`src/rtl/uart_pkg.sv`:
```
// Shared definitions for uart_stream: FSM encoding used by both TX and RX,
// parity mode constants, default divider and FIFO level width helper.
package uart_pkg;

   typedef enum logic [2:0] {
      StIdle,
      StStart,
      StData,
      StParity,
      StStop
   } uart_state_e;

   localparam int unsigned ParityEven    = 0;
   localparam int unsigned ParityOdd     = 1;
   localparam int unsigned DefaultClkDiv = 434;

   function automatic int unsigned level_width(input int unsigned depth);
      return $clog2(depth) + 1;
   endfunction

endpackage

```
`src/rtl/uart_sync_fifo.sv`:
```
// Synchronous FIFO with first-word fall-through read port and occupancy count.
// A push while full is accepted only when a pop happens in the same cycle.
module uart_sync_fifo #(
   parameter int unsigned WIDTH = 8,
   parameter int unsigned DEPTH = 16
) (
   input  logic                   clk_i,
   input  logic                   rst_i,
   input  logic                   push_i,
   input  logic [WIDTH-1:0]       wdata_i,
   input  logic                   pop_i,
   output logic [WIDTH-1:0]       rdata_o,
   output logic                   full_o,
   output logic                   empty_o,
   output logic [$clog2(DEPTH):0] level_o
);

   localparam int unsigned PtrW = $clog2(DEPTH);

   logic [WIDTH-1:0]  mem_q [DEPTH];
   logic [PtrW-1:0]   wptr_q, rptr_q;
   logic [PtrW:0]     level_q;
   logic              do_push, do_pop;

   assign full_o  = (level_q == (PtrW+1)'(DEPTH));
   assign empty_o = (level_q == '0);
   assign level_o = level_q;
   assign rdata_o = mem_q[rptr_q];

   assign do_pop  = pop_i && !empty_o;
   assign do_push = push_i && (!full_o || do_pop);

   always_ff @(posedge clk_i or posedge rst_i) begin
      if (rst_i) begin
         for (int unsigned i = 0; i < DEPTH; i++) mem_q[i] <= '0;
         wptr_q  <= '0;
         rptr_q  <= '0;
         level_q <= '0;
      end else begin
         if (do_push) begin
            mem_q[wptr_q] <= wdata_i;
            wptr_q        <= wptr_q + PtrW'(1);
         end
         if (do_pop) rptr_q <= rptr_q + PtrW'(1);
         case ({do_push, do_pop})
            2'b10:   level_q <= level_q + (PtrW+1)'(1);
            2'b01:   level_q <= level_q - (PtrW+1)'(1);
            default: level_q <= level_q;
         endcase
      end
   end

endmodule

```
`src/rtl/uart_stream.sv`:
```
// Full-duplex UART with FIFO-buffered valid/ready streams on TX and RX.
// Define UART_PARITY_EN to add a parity bit (transmitted and checked).
module uart_stream
   import uart_pkg::*;
#(
   parameter int unsigned CLK_DIV    = DefaultClkDiv,
   parameter int unsigned DATA_BITS  = 8,
   parameter int unsigned STOP_BITS  = 1,
   parameter int unsigned PARITY_ODD = ParityEven,
   parameter int unsigned TX_DEPTH   = 16,
   parameter int unsigned RX_DEPTH   = 16
) (
   input  logic                               clk_i,
   input  logic                               rst_i,
   input  logic                               uart_rxd_i,
   output logic                               uart_txd_o,
   input  logic                               tx_valid_i,
   output logic                               tx_ready_o,
   input  logic [DATA_BITS-1:0]               tx_data_i,
   output logic                               tx_busy_o,
   output logic [level_width(TX_DEPTH)-1:0]   tx_level_o,
   output logic                               rx_valid_o,
   input  logic                               rx_ready_i,
   output logic [DATA_BITS-1:0]               rx_data_o,
   output logic                               rx_frame_err_o,
   output logic                               rx_parity_err_o,
   output logic                               rx_overrun_o,
   output logic [level_width(RX_DEPTH)-1:0]   rx_level_o
);

   localparam int unsigned     CntW     = $clog2(CLK_DIV);
   localparam logic [CntW-1:0] DivLast  = CntW'(CLK_DIV - 1);
   localparam logic [CntW-1:0] HalfLast = CntW'(CLK_DIV / 2 - 1);
   localparam logic [2:0]      DataLast = 3'(DATA_BITS - 1);
   localparam logic [2:0]      StopLast = 3'(STOP_BITS - 1);
`ifdef UART_PARITY_EN
   localparam logic            OddBit   = 1'(PARITY_ODD);
   localparam int unsigned     EntryW   = DATA_BITS + 2;
`else
   localparam int unsigned     EntryW   = DATA_BITS + 1;
`endif

   if (CLK_DIV < 4 || DATA_BITS < 5 || DATA_BITS > 8 || STOP_BITS < 1 || STOP_BITS > 2 ||
       PARITY_ODD > ParityOdd) begin : g_bad_cfg
      $error("uart_stream: illegal configuration");
   end

   // ---------------- TX ----------------
   uart_state_e          tx_state_q, tx_state_d;
   logic [CntW-1:0]      tx_div_q, tx_div_d;
   logic [2:0]           tx_bit_q, tx_bit_d;
   logic [DATA_BITS-1:0] tx_shift_q, tx_shift_d, tx_rdata;
   logic                 txd_q, txd_d, tx_pop, tx_wrap, tx_full, tx_empty;
`ifdef UART_PARITY_EN
   logic                 tx_par_q, tx_par_d;
`endif

   assign tx_ready_o = !tx_full;
   assign tx_busy_o  = (tx_state_q != StIdle) || !tx_empty;
   assign uart_txd_o = txd_q;

   uart_sync_fifo #(
      .WIDTH (DATA_BITS),
      .DEPTH (TX_DEPTH)
   ) u_tx_fifo (
      .clk_i   (clk_i),
      .rst_i   (rst_i),
      .push_i  (tx_valid_i && tx_ready_o),
      .wdata_i (tx_data_i),
      .pop_i   (tx_pop),
      .rdata_o (tx_rdata),
      .full_o  (tx_full),
      .empty_o (tx_empty),
      .level_o (tx_level_o)
   );

   always_comb begin
      tx_state_d = tx_state_q;
      tx_div_d   = tx_div_q;
      tx_bit_d   = tx_bit_q;
      tx_shift_d = tx_shift_q;
      tx_pop     = 1'b0;
      txd_d      = 1'b1;
`ifdef UART_PARITY_EN
      tx_par_d   = tx_par_q;
`endif
      tx_wrap    = (tx_div_q == DivLast);
      if (tx_state_q != StIdle) tx_div_d = tx_wrap ? '0 : tx_div_q + CntW'(1);
      unique case (tx_state_q)
         StIdle:  tx_pop = !tx_empty;
         StStart: begin
            txd_d = 1'b0;
            if (tx_wrap) begin
               tx_state_d = StData;
               tx_bit_d   = '0;
            end
         end
         StData: begin
            txd_d = tx_shift_q[0];
            if (tx_wrap) begin
               tx_shift_d = tx_shift_q >> 1;
               if (tx_bit_q == DataLast) begin
                  tx_bit_d = '0;
`ifdef UART_PARITY_EN
                  tx_state_d = StParity;
`else
                  tx_state_d = StStop;
`endif
               end else begin
                  tx_bit_d = tx_bit_q + 3'd1;
               end
            end
         end
`ifdef UART_PARITY_EN
         StParity: begin
            txd_d = tx_par_q;
            if (tx_wrap) tx_state_d = StStop;
         end
`endif
         StStop: begin
            if (tx_wrap) begin
               if (tx_bit_q == StopLast) begin
                  // Chain straight into the next start bit when data is waiting.
                  tx_pop     = !tx_empty;
                  tx_state_d = StIdle;
               end else begin
                  tx_bit_d = tx_bit_q + 3'd1;
               end
            end
         end
         default: tx_state_d = StIdle;
      endcase
      if (tx_pop) begin
         tx_state_d = StStart;
         tx_div_d   = '0;
         tx_bit_d   = '0;
         tx_shift_d = tx_rdata;
`ifdef UART_PARITY_EN
         tx_par_d   = ^tx_rdata ^ OddBit;
`endif
      end
   end

   always_ff @(posedge clk_i or posedge rst_i) begin
      if (rst_i) begin
         tx_state_q <= StIdle;
         tx_div_q   <= '0;
         tx_bit_q   <= '0;
         tx_shift_q <= '0;
         txd_q      <= 1'b1;
`ifdef UART_PARITY_EN
         tx_par_q   <= 1'b0;
`endif
      end else begin
         tx_state_q <= tx_state_d;
         tx_div_q   <= tx_div_d;
         tx_bit_q   <= tx_bit_d;
         tx_shift_q <= tx_shift_d;
         txd_q      <= txd_d;
`ifdef UART_PARITY_EN
         tx_par_q   <= tx_par_d;
`endif
      end
   end

   // ---------------- RX ----------------
   uart_state_e          rx_state_q, rx_state_d;
   logic [CntW-1:0]      rx_div_q, rx_div_d;
   logic [2:0]           rx_bit_q, rx_bit_d;
   logic [DATA_BITS-1:0] rx_shift_q, rx_shift_d;
   logic [EntryW-1:0]    rx_entry_q, rx_entry_d, rx_rdata;
   logic                 rx_push_q, rx_push_d, rx_wrap, rx_full, rx_empty, rx_pop;
   logic                 rxd_meta_q, rxd_sync_q, rxd_prev_q;
`ifdef UART_PARITY_EN
   logic                 rx_par_bit_q, rx_par_bit_d, rx_par_err;
   assign rx_par_err      = (^rx_shift_q ^ OddBit) != rx_par_bit_q;
   assign rx_parity_err_o = rx_rdata[DATA_BITS+1];
`else
   assign rx_parity_err_o = 1'b0;
`endif

   assign rx_valid_o     = !rx_empty;
   assign rx_pop         = rx_ready_i && !rx_empty;
   assign rx_data_o      = rx_rdata[DATA_BITS-1:0];
   assign rx_frame_err_o = rx_rdata[DATA_BITS];
   assign rx_overrun_o   = rx_push_q && rx_full && !rx_pop;

   uart_sync_fifo #(
      .WIDTH (EntryW),
      .DEPTH (RX_DEPTH)
   ) u_rx_fifo (
      .clk_i   (clk_i),
      .rst_i   (rst_i),
      .push_i  (rx_push_q),
      .wdata_i (rx_entry_q),
      .pop_i   (rx_pop),
      .rdata_o (rx_rdata),
      .full_o  (rx_full),
      .empty_o (rx_empty),
      .level_o (rx_level_o)
   );

   always_comb begin
      rx_state_d = rx_state_q;
      rx_div_d   = rx_div_q;
      rx_bit_d   = rx_bit_q;
      rx_shift_d = rx_shift_q;
      rx_entry_d = rx_entry_q;
      rx_push_d  = 1'b0;
`ifdef UART_PARITY_EN
      rx_par_bit_d = rx_par_bit_q;
`endif
      rx_wrap    = (rx_div_q == DivLast);
      if (rx_state_q != StIdle) rx_div_d = rx_wrap ? '0 : rx_div_q + CntW'(1);
      unique case (rx_state_q)
         StIdle: begin
            if (rxd_prev_q && !rxd_sync_q) begin
               rx_state_d = StStart;
               rx_div_d   = '0;
            end
         end
         StStart: begin
            // Half-bit check rejects glitches and aligns later samples mid-bit.
            if (rx_div_q == HalfLast) begin
               rx_div_d   = '0;
               rx_bit_d   = '0;
               rx_state_d = rxd_sync_q ? StIdle : StData;
            end
         end
         StData: begin
            if (rx_wrap) begin
               rx_shift_d = {rxd_sync_q, rx_shift_q[DATA_BITS-1:1]};
               if (rx_bit_q == DataLast) begin
                  rx_bit_d = '0;
`ifdef UART_PARITY_EN
                  rx_state_d = StParity;
`else
                  rx_state_d = StStop;
`endif
               end else begin
                  rx_bit_d = rx_bit_q + 3'd1;
               end
            end
         end
`ifdef UART_PARITY_EN
         StParity: begin
            if (rx_wrap) begin
               rx_par_bit_d = rxd_sync_q;
               rx_state_d   = StStop;
            end
         end
`endif
         StStop: begin
            if (rx_wrap) begin
               rx_push_d  = 1'b1;
`ifdef UART_PARITY_EN
               rx_entry_d = {rx_par_err, !rxd_sync_q, rx_shift_q};
`else
               rx_entry_d = {!rxd_sync_q, rx_shift_q};
`endif
               rx_state_d = StIdle;
            end
         end
         default: rx_state_d = StIdle;
      endcase
   end

   always_ff @(posedge clk_i or posedge rst_i) begin
      if (rst_i) begin
         rxd_meta_q <= 1'b1;
         rxd_sync_q <= 1'b1;
         rxd_prev_q <= 1'b1;
         rx_state_q <= StIdle;
         rx_div_q   <= '0;
         rx_bit_q   <= '0;
         rx_shift_q <= '0;
         rx_entry_q <= '0;
         rx_push_q  <= 1'b0;
`ifdef UART_PARITY_EN
         rx_par_bit_q <= 1'b0;
`endif
      end else begin
         rxd_meta_q <= uart_rxd_i;
         rxd_sync_q <= rxd_meta_q;
         rxd_prev_q <= rxd_sync_q;
         rx_state_q <= rx_state_d;
         rx_div_q   <= rx_div_d;
         rx_bit_q   <= rx_bit_d;
         rx_shift_q <= rx_shift_d;
         rx_entry_q <= rx_entry_d;
         rx_push_q  <= rx_push_d;
`ifdef UART_PARITY_EN
         rx_par_bit_q <= rx_par_bit_d;
`endif
      end
   end

endmodule
```
`config.mk`:
```
export PLATFORM = sky130hd
export DESIGN_NAME = uart_stream
export DESIGN_NICKNAME = d
export VERILOG_FILES = /design/src/rtl/uart_pkg.sv /design/src/rtl/uart_sync_fifo.sv /design/src/rtl/uart_stream.sv
export SDC_FILE = /design/constraint.sdc
export NUM_CORES = 1
export LEC_CHECK = 0
export BUFFER_PORTS_ARGS = -buffer_cell sky130_fd_sc_hd__buf_2
export CELL_PAD_IN_SITES_DETAIL_PLACEMENT = 1
export CELL_PAD_IN_SITES_GLOBAL_PLACEMENT = 2
export CORE_MARGIN = 2
export CORE_UTILIZATION = 40
export DETAILED_ROUTE_END_ITERATION = 12
export PLACE_DENSITY_LB_ADDON = 0.1
export SYNTH_ARGS = -nofsm -noshare
export SYNTH_HDL_FRONTEND = slang
export SYNTH_SLANG_ARGS = --single-unit
```
`constraint.sdc`:
```
create_clock -name clk_i -period 36.1 [get_ports clk_i]
set_input_delay 5.415 -clock clk_i [delete_from_list [all_inputs] [get_ports clk_i]]
set_output_delay 5.415 -clock clk_i [all_outputs]
set_load 0.02 [all_outputs]
```
# ---- Word-level counts from Yosys, hierarchy flattened
# Cells that the tools add are included.
dict set report totals {
  regBits 358
  latch_bits 0
  mem_bits_rw 0
  romBits 0
  in_bits 13
  output_inout_bits 25
  elab_cells 200
  mem_count 0
}
dict set report classes {
  n_addsub 12
  multipliers 0
  n_div 0
  order_cmp 6
  n_eq_ne 29
  shifts 0
  mux 56
  bitwise_logic 4
  n_reduce_logical 41
}
# cell count
set ops {}
lappend ops {{$bwmux W144} 1}
lappend ops {{$bwmux W128} 1}
lappend ops {{$mux W9} 10}
lappend ops {{$mux W3} 20}
lappend ops {{$mux W8} 6}
lappend ops {{$bmux W9 S4} 1}
lappend ops {{$demux W9 S4} 1}
lappend ops {{$bmux W8 S4} 1}
lappend ops {{$demux W8 S4} 1}
lappend ops {{$pmux W3 S4} 2}
lappend ops {{$ge A5 B5 Y1 const B} 4}
lappend ops {{$not A4 Y5} 4}
lappend ops {{$pmux W5 S2} 2}
lappend ops {{$add A9 B1 Y9 const B} 2}
lappend ops {{$eq A9 B9 Y1 const B} 2}
lappend ops {{$ne A3 B2 Y1 const B} 6}
lappend ops {{$pmux W9 S2} 1}
lappend ops {{$add A4 B1 Y4 const B} 4}
lappend ops {{$eq A3 B3 Y1 const B} 4}
lappend ops {{$reduce_bool A2 Y1} 6}
lappend ops {{$logic_and A1 B1 Y1} 11}
lappend ops {{$add A5 B1 Y5 const B} 2}
lappend ops {{$eq A5 B5 Y1 const B} 2}
lappend ops {{$logic_not A5 Y1} 2}
lappend ops {{other kinds (24)} 52}

# ---- Logic depth before layout (Yosys ltp)
# Gate-level depths: netlist (run 1).
dict set report logic_depth {
  ltp_word 10
  depth_mapped 16
  depth_no_buf 13
}

# ---- Hierarchy
# From an unflattened synthesis (run 1), not the netlist that was laid out.
dict set report unflattened {
  cells_unflattened 1190
  area_unflattened_um2 17411.7
}
# module instances cells_per_inst area_per_inst_um2 seq_area_each_um2
set modules_own_cells {}
lappend modules_own_cells {{uart_sync_fifo at u_rx_fifo} 1 472 7359.6 3928.8}
lappend modules_own_cells {{uart_sync_fifo at u_tx_fifo} 1 447 7095.6 3528.4}
lappend modules_own_cells {uart_stream 1 271 2956.6 1506.4}

# ---- Least setup slack after synthesis (run 1)
# No wires, ideal clock.
dict set report synth_path {
  path_kind {input port to output port}
  from {input rx_ready_i}
  to {output rx_overrun_o}
  arrival_time_ps 6212
  setup_slack_ps 24473
  stages 3
  n_path_buf 1
  cell_sequence {or3b_1 > buf_6 > nor2_1}
}
dict set report synth_between {
  elab_chain_len 3
}
# item line_no
set synth_rtl {}
lappend synth_rtl {{from (decl)} uart_stream.sv:23} ;# input logic rx_ready_i,
lappend synth_rtl {{$logic_and A1 B1 Y1} uart_stream.sv:183} ;# assign rx_pop = rx_ready_i && !rx_empty;
lappend synth_rtl {{$logic_not A1 Y1} uart_stream.sv:186} ;# assign rx_overrun_o = rx_push_q && rx_full && !rx_pop;
lappend synth_rtl {{$logic_and A1 B1 Y1} uart_stream.sv:186}
lappend synth_rtl {{to (decl)} uart_stream.sv:27} ;# output logic rx_overrun_o,
# No other way between the ends.

# ---- Worst setup path in the final report (run 1)
# Same ends and word-level chain as after synthesis.

==> results.cfg, run 1 <==
[outcome]
status = complete, no violations

[critical_path]
crit_buf_inv = 2
critPathLaunchType = input port
cp.required_ns = 30.68
crit_top_cell = buf_2
critPathKind = input port to output pin
max_stage_delay_ns = 0.56
endpoint_kind = output pin
crit_fanout = 7
worstPathArrival_ns = 6.41
path_delay_family = simple AND/OR/NAND/NOR gates
crit_slowest_cell = or3b_1
crit_chain = buf_2 -> or3b_1 -> nor2_1 -> buf_2

[routing]
routed_wl_um = 36500
viasPerCell = 5.36
ant_nets = 0
dr.pass1.iters = 4
wire_per_inst_um = 20.8
drc = 0
num_vias = 9402
drt_iter0_drc = 344

[logic_synthesis]
synth_edf_count = 0
ys_seq_area_frac = 0.534
netlist_area_sq_um = 16800
async_flop_share = 1.00
ys_warn_count = 0
postSynthAreaPerCell_sq_um = 14.5
synth-seq-cells = 358
yosysMostFrequentCell = dfrtp_1
synth_top_cell_by_area = dfrtp_1
ys_top_cells_by_count = dfrtp_1 (354), mux2_2 (270), mux4_2 (77), nand2_1 (71), clkbuf_1 (48)
synth_top_cell_area_share = 0.528
ys_types = 62
synth_ff_type = dfrtp_1
syn_inst = 1159
synthTopCellsByArea = dfrtp_1 (53%), mux2_2 (18%), mux4_2 (10%), ha_1 (2.1%), nand2_1 (1.6%)
syn_nets = 1201

[clocking]
cts_tree = built
clk_path_buf_depth = 3
cts_hold_buffers = 0
cts_sinks = 358
clock-root-buffer = clkbuf_16
path_clk_slew_ns = 0.05
h-tree-depth = 2
numCtsBuffers = 43
cts_setup_buffers = 0
post_cts_resized = 0
clk_latency_ns = 0.57

[timing]
rsz0062_at_grt = no
finalClockSkew_ns = 0.0164
setup_violations = 0
slew_headroom = 0.284
setup_tns_ns = 0
period_share = 0.328
worst_slack_ns = 24.27
slew_violations = 0
fmax_mhz = 84.5
hold_violations = 0
worst_pin_slew_ns = 1.07
finalCriticalPeriod_ns = 11.83

[die]
die_height_um = 209
start_util = 0.403
ioPinCount = 38
die_area_sq_um = 43600
coreArea_sq_um = 41700
fp.dieW_um = 209
rows = 75

[power]
peakVddDrop_mv = 0.0464
power_mw = 1.15
p_per_area_nw_per_um2 = 60.8
power_leakage_nw = 8.58

[hold_path]
hp-class = flop to flop

[placed_design]
port_buffers = 36
dpl-instance-area_sq_um = 17400
post-dp-hpwl_um = 23800
gp_congestion = 0.733
dp_slack_ns = 24.27

[global_route]
grt_pass1_wl_um = 60500
grt_use_total = 0.176
antenna_found_initial = 0
grt_max_degree = 77
gr-total-overflow = 0
grt_pass1_vias = 10300

[cells_and_area]
synthToLayoutAreaGrowth_pct = 12.4
post-route-cell-area_sq_um = 18900
antenna_cells = 0
nNetsFinal = 1225
drive_gt1_frac = 0.431

[job]
maxCapViolCount = 0
## final timing paths
| path | startpoint | to | slack [ns] | cells after the start |
|---|---|---|---|---|
| setup / recovery | rx_ready_i | rx_overrun_o | 24.27 | 4 |
| min in group asynchronous | rst_i | u_tx_fifo.mem_q[18]$_DFFE_PP0P_ | 4.90 | 2 |
| hold / removal | rxd_meta_q$_DFF_PP1_ | rxd_sync_q$_DFF_PP1_ | 0.36 | 0 |
| hold reg to reg | rxd_meta_q$_DFF_PP1_ | rxd_sync_q$_DFF_PP1_ | 0.36 | 0 |
| setup reg to reg | u_rx_fifo.level_o[0]$_DFFE_PP0P_ | u_rx_fifo.level_o[4]$_DFFE_PP0P_ | 32.72 | 10 |
| max in group asynchronous | rst_i | u_rx_fifo.rptr_q[1]$_DFFE_PP0P_ | 28.91 | 4 |
## cells in the final DEF (no fill, tap or decap), types with 11 or more instances in the layout
cell	netlist	layout
a21oi_1	15	15
a22oi_1	15	15
buf_2	10	36
clkbuf_16	0	44
clkbuf_8	0	11
dfrtp_1	354	351
ha_1	28	28
inv_1	17	16
mux2_2	270	270
mux2_4	14	14
mux4_2	77	77
nand2_1	71	71
nand3_1	11	11
nand3_2	12	12
nor2_1	30	30
o21ai_0	16	16
xnor2_1	15	15
xor2_1	22	22
## cell type report
class                           instances  area (sq um)
Fill cell                            4150         22800
Sequential cell                       358          8970
Multi-Input combinational cell        718          7480
Clock buffer                           65          1290
Tap cell                              539           674
Timing Repair Buffer                   45           248
Clock inverter                         12           131
Inverter                               17          71.3
## flip-flops by register name, indices dropped and copies added, names as in the netlist, 3 cells and up
register,cells
tx_shift_q,8
rx_state_q,3
u_rx_fifo.wptr_q,4
u_tx_fifo.level_o,5
u_rx_fifo.mem_q,144
rx_entry_q,9
tx_bit_q,3
rx_shift_q,8
u_tx_fifo.rptr_q,4
u_rx_fifo.level_o,5
rx_div_q,9
tx_div_q,9
u_tx_fifo.mem_q,128
u_rx_fifo.rptr_q,4
u_tx_fifo.wptr_q,4
rx_bit_q,3
tx_state_q,3
## report_power, final
part,switching (mW),internal (mW)
clock,0.172,0.261
sequential,0.0472,0.481
combinational,0.0793,0.107
## kinds of logic after synthesis
group | Yosys count | synth area share
AOI/OAI and AO/OA | 69 | 0.0273
xor gates and xnor gates | 37 | 0.0193
adders and majority gates | 29 | 0.0221
buffers and inverters | 83 | 0.0204
DFF | 358 | 0.534
muxes | 373 | 0.304
other | 1 | 0.000223
and+or+nand+nor | 209 | 0.0727
## metrics by stage
stage                     std cells  hold slack [ns]  utilization
after floorplan                1159            0.345            -
after global placement         1677            0.359        0.419
after detailed placement       1677            0.354        0.419
after CTS                      1754            0.363        0.453
after global routing           1754            0.367        0.453
final                          1754            0.360        0.453
## per-layer routing
layer / global-route usage / wire length (um) / share of wire / vias to the layer above
met5: 0 / 0 / 0 / -
met3: 0.0266 / 906 / 0.025 / 45
met2: 0.279 / 17100 / 0.47 / 87
met4: 0.0520 / 704 / 0.019 / 0
li1: - / - / - / 4270
met1: 0.252 / 17700 / 0.49 / 5000
Note: power is estimated with default switching activity, not from simulation.
==> run 2, diff against run 1 <==
Clock period 36.1 ns to 11.9 ns, I/O delays scaled along.
==> results.cfg, run 2 (synthesis gave the netlist of run 1 again) <==
[placed_design]
port_buffers = 36
dpl-instance-area_sq_um = 17400
post-dp-hpwl_um = 23800
gp_congestion = 0.729

[critical_path]
crit_buf_inv = 2
r2r_slack_ns = 8.49
critPathLaunchType = flop
max_stage_delay_ns = 0.66
path_delay_family = multiplexers
critPathKind = flop to output pin
crit_fanout = 39
endpoint_kind = output pin
worstPathArrival_ns = 2.85
crit_top_cell = mux4_2
cp.required_ns = 10.12
crit_slowest_cell = mux4_2
crit_chain = buf_4 -> mux4_2 -> mux4_2 -> buf_2

[clocking]
clk_latency_ns = 0.56
path_clk_slew_ns = 0.05
cts_tree = built
numCtsBuffers = 43
cts_hold_buffers = 0
cts_setup_buffers = 0
h-tree-depth = 2
post_cts_resized = 0
cts_sinks = 358
clock-root-buffer = clkbuf_16
clk_path_buf_depth = 3

[die]
die_height_um = 209
die_area_sq_um = 43600
fp.dieW_um = 209
coreArea_sq_um = 41700
ioPinCount = 38
rows = 75
start_util = 0.403

[power]
peakVddDrop_mv = 0.108
power_leakage_nw = 8.57
p_per_area_nw_per_um2 = 185
power_mw = 3.48

[cells_and_area]
drive_gt1_frac = 0.429
antenna_cells = 0
largest_register_ffs = 144
post-route-cell-area_sq_um = 18900
filler_cell_count = 4177
final_util = 0.453
synthToLayoutAreaGrowth_pct = 12.3
largestRegisters = u_rx_fifo.mem_q x144, u_tx_fifo.mem_q x128
register_area_sq_um = 8970
layout_common_cells = dfrtp_1 (351), mux2_2 (270), mux4_2 (77), nand2_1 (71), clkbuf_16 (45)
nNetsFinal = 1223
final_common_cell = dfrtp_1
largest_register = u_rx_fifo.mem_q
multi_input_area_sq_um = 7480

[timing]
hold_ws_ns = 0.361
finalClockSkew_ns = 0.0180
period_share = 0.389
worst_pin_slew_ns = 1.05
slew_violations = 0
fmax_mhz = 216
hold_violations = 0
finalCriticalPeriod_ns = 4.63
rsz0062_at_grt = no
setup_violations = 0
setup_tns_ns = 0
slew_headroom = 0.303

[routing]
dr.pass1.iters = 4
viasPerCell = 5.37
drc = 0
num_vias = 9398
drt_iter0_drc = 344
ant_nets = 0
wire_per_inst_um = 21.1
routed_wl_um = 36900

[outcome]
status = complete, no violations

[global_route]
grt_max_degree = 179
gr-total-overflow = 0
grt_use_total = 0.177
antenna_found_initial = 0
grt_pass1_vias = 10100
grt_pass1_wl_um = 60200

[hold_path]
hp-class = flop to flop

[job]
maxCapViolCount = 0
==> run 2: cell types whose count changed in the layout (fill, tap and decap cells not counted) <==
cell / previous run / this run
clkinvlp_4: 1 / 0
clkinv_4: 1 / 0
clkinv_8: 1 / 0
clkbuf_16: 44 / 45
inv_6: 1 / 0
buf_4: 9 / 6
buf_12: 0 / 1
clkinv_2: 6 / 7
clkbuf_8: 11 / 9
bufinv_16: 2 / 3
==> run 2: power by group <==
group | internal, mW | total, mW | switching (mW)
Clock | 0.807 | 1.31 | 0.504
Combinational | 0.324 | 0.568 | 0.244
Sequential | 1.46 | 1.60 | 0.144
==> run 2: cell type report <==
cell class | instances | share of cell area
inverters | 17 | 0.00378
clock buffers | 64 | 0.0683
flip-flops and latches | 358 | 0.476
multi-input cells | 718 | 0.397
repair buffers | 43 | 0.0130
well taps | 539 | 0.0358
clock inverters | 10 | 0.00664
==> run 2: routing by layer <==
layer  vias to the layer above  track usage  share of wire
met5                         -            0              0
met4                         0       0.0534          0.021
met3                        50       0.0254          0.025
met2                        88        0.283           0.48
met1                      4987        0.251           0.48
li1                       4273            -              -
==> run 2: final timing paths <==
path	from	to	depth (start not counted)
min reg2reg	rxd_meta_q$_DFF_PP1_	rxd_sync_q$_DFF_PP1_	0
max reg2reg	u_rx_fifo.level_o[0]$_DFFE_PP0P_	u_rx_fifo.level_o[4]$_DFFE_PP0P_	10
max	u_rx_fifo.rptr_q[0]$_DFFE_PP0P_	rx_data_o[5]	4
min	rxd_meta_q$_DFF_PP1_	rxd_sync_q$_DFF_PP1_	0
max in group asynchronous	rst_i	u_rx_fifo.rptr_q[1]$_DFFE_PP0P_	3
min in group asynchronous	rst_i	u_tx_fifo.mem_q[1]$_DFFE_PP0P_	2
==> run 2: worst register-to-register path: stages, from the launching register on <==
cell and delay, ns:
dfrtp_1 0.44, or4_1 0.56, or3b_1 0.62, nand2_1 0.33
ha_1 0.33, ha_1 0.31, a21o_1 0.17, a21oi_1 0.17
xor2_1 0.16, nor2_1 0.06, xor2_1 0.14
==> run 2: metrics by stage <==
| stage | setup WS [ns] | std cells |
|---|---|---|
| 2_1_floorplan | 0.188 | 1159 |
| 6_report | 7.27 | 1749 |
| 4_1_cts | 7.18 | 1749 |
| 5_1_grt | 7.09 | 1749 |
| 3_5_place_dp | 7.31 | 1675 |
| 3_3_place_gp | 7.32 | 1675 |
